$ cat config.mk
export PLATFORM = sky130hd
export DESIGN_NAME = pool_window_buffer
export DESIGN_NICKNAME = d
export VERILOG_FILES = /design/src/rtl/pool_window_buffer.sv
export SDC_FILE = /design/constraint.sdc
export NUM_CORES = 1
export LEC_CHECK = 0
export CAP_MARGIN = 20
export CORE_MARGIN = 8
export CORE_UTILIZATION = 51
export DETAILED_ROUTE_END_ITERATION = 10
export PLACE_DENSITY = 0.74
export SLEW_MARGIN = 20
export SYNTH_ARGS = -nofsm -noshare
export SYNTH_HDL_FRONTEND = slang
export SYNTH_SLANG_ARGS = --single-unit
$ cat constraint.sdc
create_clock -name clk -period 2.7 [get_ports clk]
set_input_delay 0.54 -clock clk [delete_from_list [all_inputs] [get_ports clk]]
set_output_delay 0.54 -clock clk [all_outputs]
set_load 0.005 [all_outputs]
$ cat src/rtl/pool_window_buffer.sv
// pool_window_buffer: one-line buffer forming stride-2 2x2 windows from a raster stream; optional POOL_WIN_RELU_EN fuses ReLU at the input
module pool_window_buffer #(
  parameter int DATA_WIDTH = 16,
  parameter int IMG_WIDTH  = 8,
  parameter int IMG_HEIGHT = 8
) (
  input  logic                  clk,
  input  logic                  reset,
  input  logic                  in_valid,
  input  logic [DATA_WIDTH-1:0] in_data,
  output logic                  win_valid,
  output logic [DATA_WIDTH-1:0] out1,
  output logic [DATA_WIDTH-1:0] out2,
  output logic [DATA_WIDTH-1:0] out3,
  output logic [DATA_WIDTH-1:0] out4,
  output logic                  frame_done
);
  localparam int CW = IMG_WIDTH > 2 ? $clog2(IMG_WIDTH) : 1;
  localparam int RW = IMG_HEIGHT > 2 ? $clog2(IMG_HEIGHT) : 1;
  logic [DATA_WIDTH-1:0] line_buf [IMG_WIDTH];
  logic [DATA_WIDTH-1:0] prev, px;
  logic [CW-1:0] col;
  logic [RW-1:0] row;
  logic last_col, last_row, win;
`ifdef POOL_WIN_RELU_EN
  assign px = in_data[DATA_WIDTH-1] ? '0 : in_data;
`else
  assign px = in_data;
`endif
  assign last_col = col == CW'(IMG_WIDTH - 1);
  assign last_row = row == RW'(IMG_HEIGHT - 1);
  assign win = in_valid && row[0] && col[0];
  // Raster counters, prev pixel and registered window outputs
  always_ff @(posedge clk) begin
    if (reset) begin
      col <= '0;
      row <= '0;
      prev <= '0;
      win_valid <= 1'b0;
      frame_done <= 1'b0;
      out1 <= '0;
      out2 <= '0;
      out3 <= '0;
      out4 <= '0;
    end else begin
      win_valid <= win;
      frame_done <= win && last_col && last_row;
      if (in_valid) begin
        col <= last_col ? '0 : col + 1'b1;
        row <= last_col ? (last_row ? '0 : row + 1'b1) : row;
        if (row[0] && !col[0]) prev <= px;
      end
      if (win) begin
        out1 <= line_buf[col ^ CW'(1)];
        out2 <= line_buf[col];
        out3 <= prev;
        out4 <= px;
      end
    end
  end
  // Top row of each window pair is captured on even rows; contents need no reset
  always_ff @(posedge clk) begin
    if (!reset && in_valid && !row[0]) line_buf[col] <= px;
  end
endmodule

# Yosys cells after proc, flatten, opt, wreduce, memory -nomap -nowiden
# Memories as Yosys holds them, arrays and structs flattened. A register that Yosys moved wholly into a read port is not among the register bits.
# Index checks and enable logic that the tools add are counted.
[op_classes]
mux = 4
n_addsub = 2
n_eq_ne = 2
reduce_logical = 12
bitwise = 1
[ops]
columns = ["op", "n"]
rows = [
  ["1-bit logical AND", 7],
  ["3-bit by 1-bit adder with 3-bit output (second input constant)", 2],
  ["3-bit == test (second input constant)", 2],
  ["3-bit 2-to-1 mux", 2],
  ["2-bit AND reduction", 2],
  ["1-bit zero test", 3],
  ["1-bit 2-to-1 mux", 2],
  ["1-bit inverter", 1],
]
[totals]
ram_bits = 128
reg_bits = 56
wordCells = 29
out_inout_bits = 66
in_bits = 19
memories = 1
[mem_list]
columns = ["name", "depth", "width", "rd", "rd_clocked_by_memory_dff", "write_ports", "line", "text"]
rows = [
  ["line_buf", 8, 16, 2, 2, 1, "20", "logic [DATA_WIDTH-1:0] line_buf [IMG_WIDTH];"],
]

# Longest topological paths before layout
# Gate-level depths: netlist of run 1.
[depth]
ltp_word = 5
depth_mapped = 7
ltp_nobuf = 5

# Worst setup path before layout of run 1
# Ideal clock, no wire load.
[synth_timing]
kind = "register to register"
startpoint = "register col[0]"
endpoint = "memory line_buf[0][0] (enable)"
synth_period_minus_slack_ps = 2611
path_slack_ps = 89
required_ps = 2291
n_path_buf = 4
t_arrival_ps = 2202
path_stages_with_launch = 7
setup_ps = 409
path_cell_list = "dfxtp_1 > buf_6 > buf_6 > buf_6 > buf_6 > nand3b_1 > nor3_1"
[synth_rtl]
columns = ["element", "line", "text"]
rows = [
  ["start: declaration", "22", "logic [CW-1:0] col;"],
  ["start signal: assignment", "49", "col <= last_col ? '0 : col + 1'b1;"],
  ["end: declaration", "20", ""],
]
# No word-level cell before the write port.

# Worst setup path after layout of run 1
[layout_timing]
startpoint = "register col[0]"
endpoint = "register out2[0] (read register of line_buf)"
[layout_via]
elab_chain_cells = 1
[layout_rtl]
columns = ["element", "line", "text"]
rows = [
  ["1-bit logical AND", "32", "assign win = in_valid && row[0] && col[0];"],
  ["end: declaration", "13", "output logic [DATA_WIDTH-1:0] out2,"],
]
# Several ways; a longest one is shown, not always the timed one.
# A chain may end at the register's enable or synchronous reset.

==> summary.txt, run 1 <==
Worst hold endpoint: out4[3]$_SDFFE_PP0P_
Area contributors post-synth: edfxtp_1, dfxtp_1, mux2i_1, nand2_1, o221a_1
Critical path origin: col[0]$_SDFFE_PP0P_
Peak VDD IR: 0.000428 V
Pre-CTS worst setup slack: 0.285 ns
Post-synthesis cell type count: 28
Final Hold Fails: 0
Status: finished, final reports clean
Hold path cells: 2
Clk buf depth: 3
Vias in the first global route: 5,909
Die area: 0.0216 sq mm
Hold slack: 0.454 ns
Diode count: 0
Port Buffer Count: 84
Worst EP arrival: 2.75 ns
Yosys top cell area share: 0.440
Worst Path Class, Setup: reg -> reg
Grt total ovfl: 0
Clock transition at path regs: 0.06 ns
Register bit count reported by yosys: 216
Chip height: 147 um
Total internal power: 5.44 mW
Switching power: 1.40 mW
Starting Density: 0.513
Fill cells: 1,270
Yosys top cell by area: edfxtp_1
First-pass detailed-route iteration total: 5
Leak Pwr: 3.47 nW
Clk_skew: 0.0136 ns
Via count: 5,789
Largest net degree at the start of global routing: 57
First-pass GRT wire length: 33,400 um
Sequential area share after synthesis: 0.642
Mapped Area: 0.00873 sq mm
Wire length per cell: 21.6 um
Post-CTS Setup Inserts: 0
Num rows: 48
Max_slew headroom: 0.454
Reg2reg path depth: 3
Switching Share: 0.205
Unrepaired setup endpoints after global routing: no
Core Box Area: 0.0170 sq mm
Final min period: 2.37 ns
Slew of the pin with the lowest slew margin: 0.819 ns
R2r startpoint: col[0]$_SDFFE_PP0P_
Min-Delay Path Class: reg -> reg
Hold buffers post-CTS: 0
Worst-Skew Late Latency: 0.50 ns
Area grow syn2layout: 19.9%
GP Congestion: 0.781
Synth Area per Inst: 13.4 sq um
Vias per cell: 5.95
Routed WL: 21,000 um
Critical hold path startpoint: out4[3]$_SDFFE_PP0P_
Final worst slack: 0.325 ns
H-tree Lvls: 1
# DRC: 0
PwrDens: 654 mW/mm^2
Maximum capacitance violations: 0
R2r setup slk: 0.33 ns
Fin nets: 755
Worst path slowest cell: dfxtp_4
CP Capture Type: register
CTS tree: yes
I/O pin total: 85
Total GRT Usage: 0.192
Max incr delay on CP: 0.88 ns
Crit-path max FO: 52
Ys Warns: 0
Final Slew Violations: 0
Syn Inst Count: 651
Initial DRC Count: 406
WP buf/inv: 0
Syn Nets: 674
PostCTS Resize Cnt: 0
Reg-to-reg endpoint: out2[0]$_SDFFE_PP0P_
Cts bufs inserted: 22
Post-route setup TNS: 0 ns
F_max: 421 MHz
Startpoint Class: register
Kind of cell adding the most delay to the critical path: flip-flops
CTS sink cnt: 216
HPWL Detailed: 13,300 um
Cell Chain, Critical Path: nand3_4 -> a221o_1 -> o221a_1
Die X: 147 um
Final worst-path cycle share: 0.879
Comb power frac: 0.046
Share of cells above drive strength 1: 0.0989
Data required time of the critical path: 3.07 ns
Setup violations, final: 0
CTS root buffer: clkbuf_16
Fin util: 0.616
Post-route antenna net violation count: 0
Initial antenna violation count: 0
Clock share of power: 0.434
Part of the power in registers: 0.520
-- stage by stage --
stage / power, mW / instances / instance area (sq um)
after floorplan: 3.83 / 651 / 8730
after global placement: 3.93 / 933 / 9750
after detailed placement: 3.94 / 933 / 9750
after CTS: 6.88 / 973 / 10500
after global routing: 7.03 / 973 / 10500
final: 6.84 / 973 / 10500
-- cells in the final DEF, fill, tap and decap left out, types with 2 or more instances in the layout --
cell type	n
dfxtp_1	87
a21oi_1	50
buf_4	27
mux2_4	8
nand2b_1	2
o221a_1	32
nor3_2	2
a221o_1	32
nand2_1	100
clkinv_2	2
o22ai_1	32
ha_1	4
nand3_1	3
bufinv_16	2
clkbuf_1	11
clkbuf_16	23
mux2_1	24
edfxtp_1	128
clkdlybuf4s50_1	83
mux2i_1	68
nor2_1	14
-- flip-flops by register name (all words and copies together), names as in the netlist --
signal      flops
out4           16
out3           16
row             3
col             3
out2           16
out1           16
frame_done      1
prev           16
line_buf      128
win_valid       1
-- kinds of logic after synthesis --
family,after synthesis,synth area share
AOI/OAI and AO/OA,146,0.130
adders and majority gates,4,0.00574
buffers and inverters,56,0.0384
DFF,216,0.642
muxes,100,0.123
and+or+nand+nor,129,0.0611
-- power groups by stage --
stage / registers [mW] / logic [mW] / clock network (mW)
CTS: 3.56 / 0.315 / 3.01
finish: 3.56 / 0.315 / 2.97
global placement: 3.62 / 0.306 / 0
floorplan: 3.59 / 0.240 / 0
detailed placement: 3.63 / 0.314 / 0
global route: 3.56 / 0.336 / 3.13
-- how the worst max path moves through the flow --
| stage | endpoint | slack [ns] | cells past startpoint |
|---|---|---|---|
| after floorplan | line_buf[0][0]$_DFFE_PP_ | 0.09 | 6 |
| after global placement | out2[0]$_SDFFE_PP0P_ | 0.34 | 4 |
| after global routing | out2[0]$_SDFFE_PP0P_ | 0.23 | 3 |
| after CTS | out1[5]$_SDFFE_PP0P_ | 0.31 | 3 |
| after detailed placement | out2[15]$_SDFFE_PP0P_ | 0.28 | 4 |
| final | out2[0]$_SDFFE_PP0P_ | 0.33 | 3 |
-- synth_stat cells --
library cell / count
edfxtp_1: 128
nand2_1: 100
dfxtp_1: 88
mux2i_1: 68
a21oi_1: 50
a221o_1: 32
o221a_1: 32
o22ai_1: 32
mux2_1: 24
clkbuf_1: 19
buf_2: 16
nor2_1: 15
buf_6: 10
mux2_4: 8
buf_4: 5
buf_1: 4
ha_1: 4
nand3_1: 3
and3_1: 2
nand2b_1: 2
nor3_1: 2
and3b_1: 1
buf_8: 1
inv_1: 1
nand3_4: 1
nand3b_1: 1
nand3b_2: 1
nor2b_1: 1
-- final cells by class --
type	instances	area [sq um]	share of cell area
well taps	225	282	0.0269
flip-flops and latches	216	5610	0.536
clock inverters	5	78.8	0.00753
repair buffers	112	1060	0.101
multi-input cells	379	2800	0.268
clock buffers	35	631	0.0603
inverters	1	3.75	0.000359
-- worst register-to-register path, stage by stage, from the launching register on --
cell	delay, ns
dfxtp_4	0.88
nand3_4	0.60
a221o_1	0.54
o221a_1	0.24
-- routing by layer --
metal	wire [um]	global-route usage
met1	8950	0.242
met2	10200	0.324
met3	1450	0.0428
met4	396	0.0598
met5	0	0
No activity file was read; power rests on OpenSTA's default activity.
==> run 2: changes to the inputs <==
--- a/config.mk
+++ b/config.mk
@@ -7,9 +7,9 @@
 export LEC_CHECK = 0
 export CAP_MARGIN = 20
 export CORE_MARGIN = 8
-export CORE_UTILIZATION = 51
+export CORE_UTILIZATION = 43
 export DETAILED_ROUTE_END_ITERATION = 10
-export PLACE_DENSITY = 0.74
+export PLACE_DENSITY = 0.64
 export SLEW_MARGIN = 20
 export SYNTH_ARGS = -nofsm -noshare
 export SYNTH_HDL_FRONTEND = slang
==> run 2 against run 1 <==
Compared with the run above: power is 0.53% higher; flip-flop and latch count stayed put; highest routed layer unchanged; critical endpoint is now out1[14]$_SDFFE_PP0P_; core utilization is 9.2 points lower; critical path depth stayed put; die area is 16% higher; register-to-register slack better by 0.31 ns; cell area is 0.65% higher; worst hold slack worse by 0.0039 ns; clock power hardly changed; clock skew is 0.0023 ns higher.
==> summary.txt, run 2 (synthesized netlist as in run 1, its figures left out) <==
Fill cells: 1,647 (+30%)
Port Buffer Count: 84 (unchanged)
Post-route antenna net violation count: 0 (unchanged)
Reg2reg path depth: 3 (unchanged)
Startpoint Class: register
WP buf/inv: 0 (unchanged)
Pre-CTS worst setup slack: 0.181 ns (-0.104 ns)
Final Power: 6.88 mW (+0.53%)
Met3 usage: 0.0328 (-0.00991)
GRT busiest layer: met2
F_max: 484 MHz (+15%)
Levels on crit path: 3 (unchanged)
Clk_skew: 0.0160 ns (+0.00232 ns)
I/O pin total: 85 (unchanged)
Core Box Area: 0.0201 sq mm (+18%)
Starting Density: 0.434 (-0.0794)
H-tree Lvls: 1 (unchanged)
Via count: 5,615 (-3.0%)
CTS root buffer: clkbuf_16
Setup violations, final: 0 (unchanged)
Vias in the first global route: 5,684 (-3.8%)
Max FFs per register: 128 (unchanged)
Commonest non-fill, non-tap cell in the layout: edfxtp_1
Total internal power: 5.44 mW (about the same)
Switching Share: 0.209 (+0.00438)
Worst Path Class, Setup: reg -> reg
Initial DRC Count: 312 (-23%)
Comb power frac: 0.049 (+0.003)
Fin util: 0.524 (-0.0918)
Dpl cells: 971 (+4.1%)
PostCTS Resize Cnt: 0 (unchanged)
Clk buf depth: 3 (unchanged)
Area grow syn2layout: 20.7%
Crit-path max FO: 43 (-17%)
Cts bufs inserted: 23 (+4.5%)
Post-Layout Inst Area: 0.0105 sq mm (+0.65%)
Grt total ovfl: 0 (unchanged)
Initial antenna violation count: 0 (unchanged)
Data required time of the critical path: 3.09 ns (+0.02 ns)
Routed WL: 20,800 um (-1.1%)
Final Slew Violations: 0 (unchanged)
Max incr delay on CP: 0.75 ns (-0.13 ns)
Final Non-Filler Cells: 1,012 (+4.0%)
Slew of the pin with the lowest slew margin: 0.660 ns (-0.159 ns)
Status: finished, final reports clean
Largest net degree at the start of global routing: 57 (unchanged)
Hold path cells: 2 (unchanged)
Vias per cell: 5.55 (-6.7%)
Die X: 158 um (+7.9%)
CP Capture Type: register
GR Layer Usage met2: 0.267 (-0.0569)
Unrepaired setup endpoints after global routing: no
Final Hold Fails: 0 (unchanged)
Worst path slowest cell: dfxtp_4
# DRC: 0 (unchanged)
CTS sink cnt: 216 (unchanged)
GP Congestion: 0.770 (-1.4%)
Hold buffers post-CTS: 0 (unchanged)
Worst-Skew Late Latency: 0.50 ns (about the same)
PwrDens: 653 mW/mm^2 (-0.11%)
Final min period: 2.07 ns (-0.307 ns)
Maximum capacitance violations: 0 (unchanged)
Fin nets: 749 (-0.79%)
CTS tree: yes
Share of cells above drive strength 1: 0.0943 (-0.00459)
Clock share of power: 0.434 (about the same)
Cell Area, Placed: 0.00981 sq mm (+0.55%)
Chip height: 158 um (+7.9%)
Min-Delay Path Class: reg -> reg
Kind of cell adding the most delay to the critical path: flip-flops
Clock transition at path regs: 0.06 ns (about the same)
Peak VDD IR: 0.000475 V (+11%)
Hold slack: 0.451 ns (-0.00395 ns)
Leak Pwr: 3.46 nW (-0.28%)
Diode count: 0 (unchanged)
Num rows: 52 (+8.3%)
First-pass detailed-route iteration total: 4 (-1)
Die area: 0.0251 sq mm (+16%)
Switching power: 1.44 mW (+2.7%)
Final worst slack: 0.632 ns (+0.307 ns)
Worst EP arrival: 2.46 ns (-0.29 ns)
Cell Chain, Critical Path: nand3_4 -> a221o_1 -> o221a_1
First-pass GRT wire length: 32,300 um (-3.1%)
Max_slew headroom: 0.560 (+0.106)
Total GRT Usage: 0.166 (-0.0257)
Part of the power in registers: 0.516 (-0.004)
Wire length per cell: 20.6 um (-4.9%)
Biggest register: line_buf
HPWL Detailed: 13,200 um (-0.88%)
Most frequent cells in the layout: edfxtp_1, nand2_1, dfxtp_1, clkdlybuf4s50_1, mux2i_1
Grt met1 use: 0.226 (-0.0155)
R2r setup slk: 0.63 ns (+0.31 ns)
Post-route setup TNS: 0 ns (unchanged)
Post-CTS Setup Inserts: 0 (unchanged)
Final worst-path cycle share: 0.766 (-0.114)
==> run 2: changes by cell type in the layout (fill, tap and decap cells not counted), sizes merged <==
cell      change
clkinv        +2
clkinvlp      +1
bufinv        -1
clkbuf        -2
buf           -7
inv           +1
==> run 2: path summary, 6_finish.rpt <==
path	startpoint	to
min reg2reg	prev[7]$_SDFFE_PP0P_	out3[7]$_SDFFE_PP0P_
max	col[0]$_SDFFE_PP0P_	out1[14]$_SDFFE_PP0P_
min	prev[7]$_SDFFE_PP0P_	out3[7]$_SDFFE_PP0P_
max reg2reg	col[0]$_SDFFE_PP0P_	out1[14]$_SDFFE_PP0P_
==> run 2: final cells by class <==
type                            count  area (sq um)  area share
Sequential cell                   216          5610       0.533
Timing Repair Buffer              105          1050      0.0993
Tap cell                          270           338      0.0321
Multi-Input combinational cell    379          2810       0.267
Inverter                            1          3.75    0.000356
Clock buffer                       33           654      0.0621
Clock inverter                      8          68.8     0.00653
==> run 2: power groups by stage <==
stage	Combinational (mW)	Sequential, mW	Clock [mW]
floorplan	0.240	3.59	0
global placement	0.316	3.62	0
detailed placement	0.339	3.62	0
CTS	0.340	3.55	3.05
global route	0.362	3.55	3.18
finish	0.340	3.55	2.99
==> run 2: worst reg2reg max path, cell delays in order, from the launching register on <==
cell and delay [ns]:
dfxtp_4 0.75, nand3_4 0.49, a221o_1 0.49, o221a_1 0.24
==> run 2: routing by layer <==
metal  part of all wire  wire length, um
met5                  0                0
met4              0.016              337
met3              0.063             1310
met2               0.46             9580
met1               0.46             9560
==> run 3: changes to the inputs <==
==> constraint.sdc (replaced) <==
create_clock -name clk -period 1.7 [get_ports clk]
set_input_delay 0.34 -clock clk [delete_from_list [all_inputs] [get_ports clk]]
set_output_delay 0.34 -clock clk [all_outputs]
set_load 0.005 [all_outputs]
==> run 3 against run 2 <==
Compared with the run above: combinational power rose by 77%; die area did not move; largest power group unchanged; critical path type is now reg -> out; first-iteration DRC count rose by 28%; largest cell class unchanged; highest routed layer unchanged.
==> summary.txt, run 3 (synthesized netlist as in run 1, its figures left out) <==
Vias per cell: 5.61 (+1.2%)
Biggest register: line_buf
R2r startpoint: col[0]$_SDFFE_PP0P_
Die X: 158 um (unchanged)
Cell Chain, Critical Path: clkdlybuf4s50_1
Reg-to-reg endpoint: out1[11]$_SDFFE_PP0P_
Critical path origin: frame_done$_SDFF_PP0_
Die area: 0.0251 sq mm (unchanged)
# DRC: 0 (unchanged)
Via count: 5,776 (+2.9%)
Total GRT Usage: 0.171 (+0.00421)
Fill cells: 1,624 (-1.4%)
Final Hold Fails: 0 (unchanged)
Grt total ovfl: 0 (unchanged)
Leak Pwr: 4.06 nW (+17%)
Final worst slack: 0.0376 ns (-0.595 ns)
Hold path cells: 3 (+1)
First-pass detailed-route iteration total: 5 (+1)
Initial DRC Count: 398 (+28%)
Critical hold path startpoint: reset
Max_slew headroom: 0.484 (-0.0763)
Chip height: 158 um (unchanged)
Largest net degree at the start of global routing: 47 (-18%)
H-tree Lvls: 1 (unchanged)
Initial antenna violation count: 0 (unchanged)
Post-CTS Setup Inserts: 0 (unchanged)
Worst EP arrival: 1.32 ns (-1.14 ns)
Max FFs per register: 128 (unchanged)
Final Power: 11.0 mW (+60%)
I/O pin total: 85 (unchanged)
CTS sink cnt: 216 (unchanged)
WP buf/inv: 1 (+1)
GP Congestion: 0.781 (+1.4%)
Area grow syn2layout: 24.1%
Hold buffers post-CTS: 0 (unchanged)
Clk buf depth: 3 (unchanged)
HPWL Detailed: 13,900 um (+5.6%)
Max incr delay on CP: 0.51 ns (-0.24 ns)
R2r setup slk: 0.07 ns (-0.56 ns)
Data required time of the critical path: 1.36 ns (-1.73 ns)
Clock transition at path regs: 0.06 ns (about the same)
Min-Delay Path Class: in -> reg
Commonest non-fill, non-tap cell in the layout: edfxtp_1
Fin nets: 766 (+2.3%)
Final Slew Violations: 0 (unchanged)
Maximum capacitance violations: 0 (unchanged)
Kind of cell adding the most delay to the critical path: buffers and inverters
Clk_skew: 0.00765 ns (-0.00832 ns)
Share of cells above drive strength 1: 0.137 (+0.0427)
Vias in the first global route: 5,916 (+4.1%)
Levels on crit path: 1 (-2)
Port Buffer Count: 84 (unchanged)
CTS tree: yes
Final min period: 1.66 ns
Post-route antenna net violation count: 0 (unchanged)
Final worst-path cycle share: 0.978
Reg2reg path depth: 4 (+1)
Slew of the pin with the lowest slew margin: 0.773 ns (+0.113 ns)
Cts bufs inserted: 22 (-4.3%)
CP Capture Type: primary output
Starting Density: 0.434 (unchanged)
Num rows: 52 (unchanged)
First-pass GRT wire length: 33,600 um (+3.7%)
Worst-Skew Late Latency: 0.50 ns (about the same)
Crit-path max FO: 1 (-98%)
Crit path capture: frame_done
Status: finished, final reports clean
Core Box Area: 0.0201 sq mm (unchanged)
Wire length per cell: 20.7 um (+0.50%)
Hold slack: 0.345 ns (-0.105 ns)
Peak VDD IR: 0.000688 V (+45%)
Pre-CTS worst setup slack: -0.205 ns (-0.385 ns)
Worst Path Class, Setup: reg -> out
PwrDens: 1010 mW/mm^2 (+55%)
Worst path slowest cell: clkdlybuf4s50_1
CTS root buffer: clkbuf_16
Setup violations, final: 0 (unchanged)
Diode count: 0 (unchanged)
F_max: 602 MHz
Most frequent cells in the layout: edfxtp_1, nand2_1, dfxtp_1, mux2i_1, dlygate4sd2_1
Routed WL: 21,300 um (+2.2%)
Startpoint Class: register
## run 3: final cells by class
| cell class | instances | area [sq um] | share of cell area |
|---|---|---|---|
| Inverter | 1 | 3.75 | 0.000347 |
| Sequential cell | 216 | 5620 | 0.519 |
| Tap cell | 270 | 338 | 0.0312 |
| Timing Repair Buffer | 122 | 1280 | 0.118 |
| Multi-Input combinational cell | 380 | 2860 | 0.264 |
| Clock inverter | 6 | 32.5 | 0.00300 |
| Clock buffer | 34 | 696 | 0.0642 |
## run 3: metrics by stage
| step | std cells | TNS, ns | util | instance area (sq um) |
|---|---|---|---|---|
| floorplan | 651 | -33.11 | - | 8790 |
| global placement | 988 | -31.02 | 0.502 | 10100 |
| detailed placement | 988 | -30.53 | 0.503 | 10100 |
| CTS | 1028 | 0 | 0.536 | 10800 |
| global route | 1029 | -0.0121 | 0.539 | 10800 |
| finish | 1029 | 0 | 0.539 | 10800 |
## run 3: how the worst min path moves through the flow
stage	endpoint
2_1_floorplan	out3[0]$_SDFFE_PP0P_
3_3_place_gp	out3[6]$_SDFFE_PP0P_
3_5_place_dp	prev[15]$_SDFFE_PP0P_
4_1_cts	col[0]$_SDFFE_PP0P_
5_1_grt	col[2]$_SDFFE_PP0P_
6_report	col[0]$_SDFFE_PP0P_
## run 3: per-layer routing
layer  vias to the layer above  part of all wire  track usage  wire (um)
li1                       2671                 -            -          -
met1                      2874              0.46        0.240       9850
met2                       202              0.45        0.266       9530
met3                        29             0.073       0.0331       1560
met4                         0             0.014       0.0413        306
met5                         -                 0            0          0
## run 3: tightest hold or removal path, delay by kind of cell
kind	cells	cell delay, ns
and+or+nand+nor	1	0.12
buffers and inverters	2	0.34
## run 3: timing repair
action	4_1_cts	5_1_grt
pin swaps	0	2
hold endpoints to repair	0	0
gates cloned	0	1
setup endpoints to repair	54	40
gates resized for setup	59	16
## run 3: report_power, final
part           leakage [nW]  switching, mW  internal (mW)
registers              1.87         0.0239           5.58
clock network         0.360           1.94           2.83
logic                  1.83          0.345          0.257
total                  4.06           2.31           8.67
